`src/rtl/ysyx_23060042_seq_ctrl.sv`:
```
// Multi-cycle instruction sequencer: FETCH -> DECODE -> EXEC -> (MEM) -> WB,
// with bus-timeout detection, ebreak halt and a retired-instruction counter.
module ysyx_23060042_seq_ctrl #(
    parameter int TIMEOUT = 16,
    parameter int CNT_W   = 32
) (
    input  logic             clk,
    input  logic             rst,
    input  logic             start,
    input  logic             ifu_ack,
    input  logic             lsu_ack,
    input  logic             idu_regen,
    input  logic             idu_pcjen,
    input  logic             idu_mwen,
    input  logic             idu_brken,
    input  logic             idu_is_load,
    output logic             ifu_req,
    output logic             inst_latch,
    output logic             lsu_req,
    output logic             lsu_wen,
    output logic             reg_wen,
    output logic             pc_wen,
    output logic             pc_sel_jump,
    output logic             halted,
    output logic             bus_err,
    output logic [2:0]       state,
    output logic [CNT_W-1:0] instret
);

    typedef enum logic [2:0] {
        IDLE   = 3'd0,
        FETCH  = 3'd1,
        DECODE = 3'd2,
        EXEC   = 3'd3,
        MEM    = 3'd4,
        WB     = 3'd5,
        HALT   = 3'd6,
        ERR    = 3'd7
    } state_t;

    // A zero TIMEOUT still needs a 1-bit counter so the logic stays legal.
    localparam int WAIT_W = (TIMEOUT > 0) ? $clog2(TIMEOUT + 1) : 1;
    localparam logic [WAIT_W-1:0] WAIT_LAST = WAIT_W'((TIMEOUT > 0) ? TIMEOUT - 1 : 0);

    state_t            state_q;
    state_t            state_d;
    logic [WAIT_W-1:0] wait_q;
    logic              f_regen;
    logic              f_pcjen;
    logic              f_mwen;
    logic              f_is_load;
    logic              timed_out;
    logic              retire;
    logic              waiting;

    assign timed_out = (TIMEOUT > 0) && (wait_q == WAIT_LAST);
    assign retire    = (state_q == WB) || (state_q == DECODE && idu_brken);
    assign waiting   = (state_q == FETCH && !ifu_ack) || (state_q == MEM && !lsu_ack);

    always_comb begin
        state_d = state_q;
        case (state_q)
            IDLE:   if (start) state_d = FETCH;
            FETCH: begin
                if (ifu_ack)        state_d = DECODE;
                else if (timed_out) state_d = ERR;
            end
            DECODE: state_d = idu_brken ? HALT : EXEC;
            EXEC:   state_d = (f_mwen || f_is_load) ? MEM : WB;
            MEM: begin
                if (lsu_ack)        state_d = WB;
                else if (timed_out) state_d = ERR;
            end
            WB:     state_d = FETCH;
            HALT:   state_d = HALT;
            ERR:    state_d = ERR;
            default: state_d = IDLE;
        endcase
    end

    always_ff @(posedge clk) begin
        if (rst) begin
            state_q   <= IDLE;
            wait_q    <= '0;
            f_regen   <= 1'b0;
            f_pcjen   <= 1'b0;
            f_mwen    <= 1'b0;
            f_is_load <= 1'b0;
            instret   <= '0;
        end else begin
            state_q <= state_d;
            // Counter is idle-zero outside a wait, so every entry to FETCH/MEM starts at 0.
            if (waiting) wait_q <= wait_q + 1'b1;
            else         wait_q <= '0;
            if (state_q == DECODE) begin
                f_regen   <= idu_regen;
                f_pcjen   <= idu_pcjen;
                f_mwen    <= idu_mwen;
                f_is_load <= idu_is_load;
            end
            if (retire) instret <= instret + 1'b1;
        end
    end

    assign state       = state_q;
    assign ifu_req     = (state_q == FETCH);
    assign inst_latch  = (state_q == FETCH) && ifu_ack;
    assign lsu_req     = (state_q == MEM);
    assign lsu_wen     = (state_q == MEM) && f_mwen;
    assign pc_wen      = (state_q == WB);
    assign pc_sel_jump = (state_q == WB) && f_pcjen;
    assign reg_wen     = (state_q == WB) && f_regen && !f_mwen;
    assign halted      = (state_q == HALT) || (state_q == ERR);
    assign bus_err     = (state_q == ERR);

endmodule

```
`config.mk`:
```
export PLATFORM = sky130hd
export DESIGN_NAME = ysyx_23060042_seq_ctrl
export DESIGN_NICKNAME = d
export VERILOG_FILES = /design/src/rtl/ysyx_23060042_seq_ctrl.sv
export SDC_FILE = /design/constraint.sdc
export NUM_CORES = 1
export LEC_CHECK = 0
export ABC_CLOCK_PERIOD_IN_PS = 5100
export BUFFER_PORTS_ARGS = -buffer_cell sky130_fd_sc_hd__buf_2
export CORE_MARGIN = 4
export CORE_UTILIZATION = 55
export CTS_BUF_LIST = sky130_fd_sc_hd__clkbuf_8
export CTS_CLUSTER_DIAMETER = 40
export CTS_CLUSTER_SIZE = 30
export DETAILED_ROUTE_END_ITERATION = 7
export GPL_TIMING_DRIVEN = 0
export PLACE_DENSITY = 0.82
export RECOVER_POWER = 50
export SYNTH_ARGS = -nofsm -noshare
export SYNTH_HDL_FRONTEND = slang
export SYNTH_SLANG_ARGS = --single-unit
export TNS_END_PERCENT = 20
```
`constraint.sdc`:
```
create_clock -name clk -period 5.1 [get_ports clk]
set_input_delay 0.765 -clock clk [delete_from_list [all_inputs] [get_ports clk]]
set_output_delay 0.765 -clock clk [all_outputs]
set_load 0.02 [all_outputs]
```
==> summary.md <==
| Metric | Value |
|---|---|
| Setup ws final | 2.45 ns |
| Worst EP required | roughly 4.3 ns |
| Fmax achieved | between 300 and 400 MHz |
| Most common cell after layout, fill and taps aside | dfxtp_1 |
| Nature of the critical path endpoint | primary output |
| DP Worst Slack | 2.80 ns |
| Setup Viol. Count Final | 0 |
| Final wirelength | between 4000 and 5000 um |
| HP Class | reg2reg |
| Worst-Margin Slew | roughly 1.1 ns |
| Layout cells sized above 1 | between 10% and 20% |
| Clk Latency, worst-skew pair | 0.29 ns |
| Vias per inst | between 5 and 6 |
| Largest net degree at the start of global routing | 13 |
| NetSw | approximately 0.14 mW |
| Number of global-route vias before repair | approximately 1800 |
| DRT iter0 DRCs | ~120 |
| Gr usage total | roughly a fifth |
| Initial antenna violation count | 0 |
| Hold violation count in the final report | 0 |
| Total nets after synthesis | approximately 270 |
| Clock sink count | 44 |
| Final min period | ~2.7 ns |
| Top_reg_cell synth | dfxtp_1 |
| DRC viols | 0 |
| P_leak | around 0.96 nW |
| Cts hold-fix bufs | 0 |
| Die height | ~71 um |
| Layout overhead on the synthesized area | 16.5% |
| Reg power frac | around 58% |
| DP Wirelength | 3710 um |
| DR pass1 iterations | 4 |
| Final Max Slew Viols | 0 |
| Row cnt | 22 |
| Fin nets | ~330 |
| Startpoint Class | flop |
| Synth warnings | 0 |
| Data arrival, critical path | roughly 1.9 ns |
| Wire length per cell | between 10 and 15 um |
| Post-synth EDFFs | 0 |
| Routability Congestion | slightly below 0.8 |
| Die X | around 70 um |
| R2R setup slack | 2.88 ns |
| Die area | roughly 5100 um^2 |
| Cells after synthesis | 253 |
| Antenna Cells | 0 |
| PwrDens | between 200 and 250 nW/um^2 |
| Async SR Flop Fraction | 0% |
| Clock Tree Buf Depth | 2 |
| Status | completed |
| #FFs+latches synth | 44 |
| Global-route wire length before repair | ~8300 um |
| Area of the core | ~3800 um^2 |
| Via count | 2010 |
| Commonest non-fill, non-tap cells in the layout | dfxtp_1 (44), nor2_1 (41), clkbuf_1 (35) |
| Pint | around 0.47 mW |
| Max VDD drop | 0.174 mV |
| Setup bufs post-CTS | 0 |
| Count of cell types in the netlist | between 40 and 50 |
| Kind of critical path | reg2out |
| Starting density of the core | roughly 59% |
| Synthesized area per cell | between 8 and 9 um^2 |
| Fin Clk Skew | around 0.0056 ns |
| Sequential fraction of the synthesis area | between 30% and 40% |
| Post-cts resize count | 0 |
| Worst Setup SP | state[0]$_SDFFE_PP0P_ |
| Number of max-cap violations | 0 |
| Hold path startpoint | wait_q[0]$_SDFF_PP0_ |
| FF-to-FF Start | state[1]$_SDFFE_PP0P_ |
| Slew margin rel. | about a quarter |
| CTS Buf Count | 5 |
| CTS tree | done |
| Ports | 54 |
| Clock transition at path regs | 0.08 ns |
| Clock power frac | a little over a third |
| RSZ-0062 raised after global routing | no |
| I/O Buffers | 53 |
| Root buf cell | clkbuf_8 |
| Synth Cell Area | between 2000 and 2500 um^2 |
| Switching share of power | between 20% and 30% |
| CTS HTree Levels | 2 |
| Combinational power share | about 6.0% |
| Post-route ant nets | 0 |
| Final setup TNS | 0 ns |
| Critical path fanouts, max | 10 |
| Grt ovf | 0 |
| Final Cycle Share | 52.0% |
-- registers in the layout (all words and copies together), names as in the netlist --
register,count
instret,32
f_pcjen,1
f_regen,1
f_mwen,1
wait_q,5
state,3
f_is_load,1
-- layout make-up --
type	instances	area, um^2
Timing Repair Buffer	53	230
Fill cell	333	1190
Multi-Input combinational cell	191	1240
Sequential cell	44	881
Clock inverter	2	7.51
Clock buffer	6	82.6
Buffer	9	42.5
Inverter	9	35.0
Tap cell	48	60.1
-- stage by stage --
stage	std cells	hold slack (ns)	util [%]	power (mW)	area [um^2]
4_1_cts	362	0.450	69.7	0.609	2630
3_5_place_dp	354	0.438	67.3	0.393	2540
2_1_floorplan	253	0.418	-	0.380	2210
5_1_grt	362	0.494	68.4	0.627	2580
6_report	362	0.449	68.4	0.604	2580
3_3_place_gp	354	0.431	67.3	0.392	2540
-- critical path, cell delays in order (launching register included) --
cell and delay (ns):
dfxtp_1 0.43, clkbuf_1 0.36, nor3b_1 0.46, and2_1 0.19, buf_2 0.16
-- path summary, 6_finish.rpt --
path         cells after the start                        to
max reg2reg                      7  instret[21]$_SDFFE_PP0P_
min reg2reg                      1      wait_q[0]$_SDFF_PP0_
max                              4                inst_latch
min                              1      wait_q[0]$_SDFF_PP0_
-- synth_stat cells (8+ instances only) --
library cell | instances | area, um^2
nor3_1 | 8 | 40.0
nand3_1 | 12 | 60.1
dfxtp_1 | 44 | 881
nor4_1 | 9 | 56.3
nor2_1 | 41 | 154
xor2_1 | 11 | 96.3
nand4_1 | 12 | 75.1
inv_1 | 8 | 30.0
o21ai_0 | 9 | 45.0
nand2_1 | 15 | 56.3
xnor2_1 | 17 | 149
-- per-layer routing --
layer  part of all wire [%]  wire length [um]  GRT usage [%]
met4                    1.3                64           6.05
met5                      0                 0              0
met3                    5.4               263           4.49
met1                     46              2260           26.5
met2                     47              2320           31.8
-- cells by family after synthesis --
| kind of cell | count (synthesis) | synth area share [%] |
|---|---|---|
| AO/OA/AOI/OAI | 27 | 8.20 |
| XOR/XNOR | 28 | 11.1 |
| adder cells (fa/ha/maj) | 3 | 1.70 |
| buffers and inverters | 18 | 3.50 |
| flip-flops | 44 | 39.8 |
| multiplexers | 4 | 1.81 |
| AND/OR/NAND/NOR | 129 | 33.9 |
-- power by group through the flow --
stage	combinational [mW]	sequential [mW]	clock, mW
floorplan	0.0227	0.358	0
global placement	0.0361	0.356	0
detailed placement	0.0367	0.356	0
CTS	0.0369	0.348	0.224
global route	0.0402	0.349	0.238
finish	0.0362	0.348	0.220
Note: power is estimated with default switching activity, not from simulation.
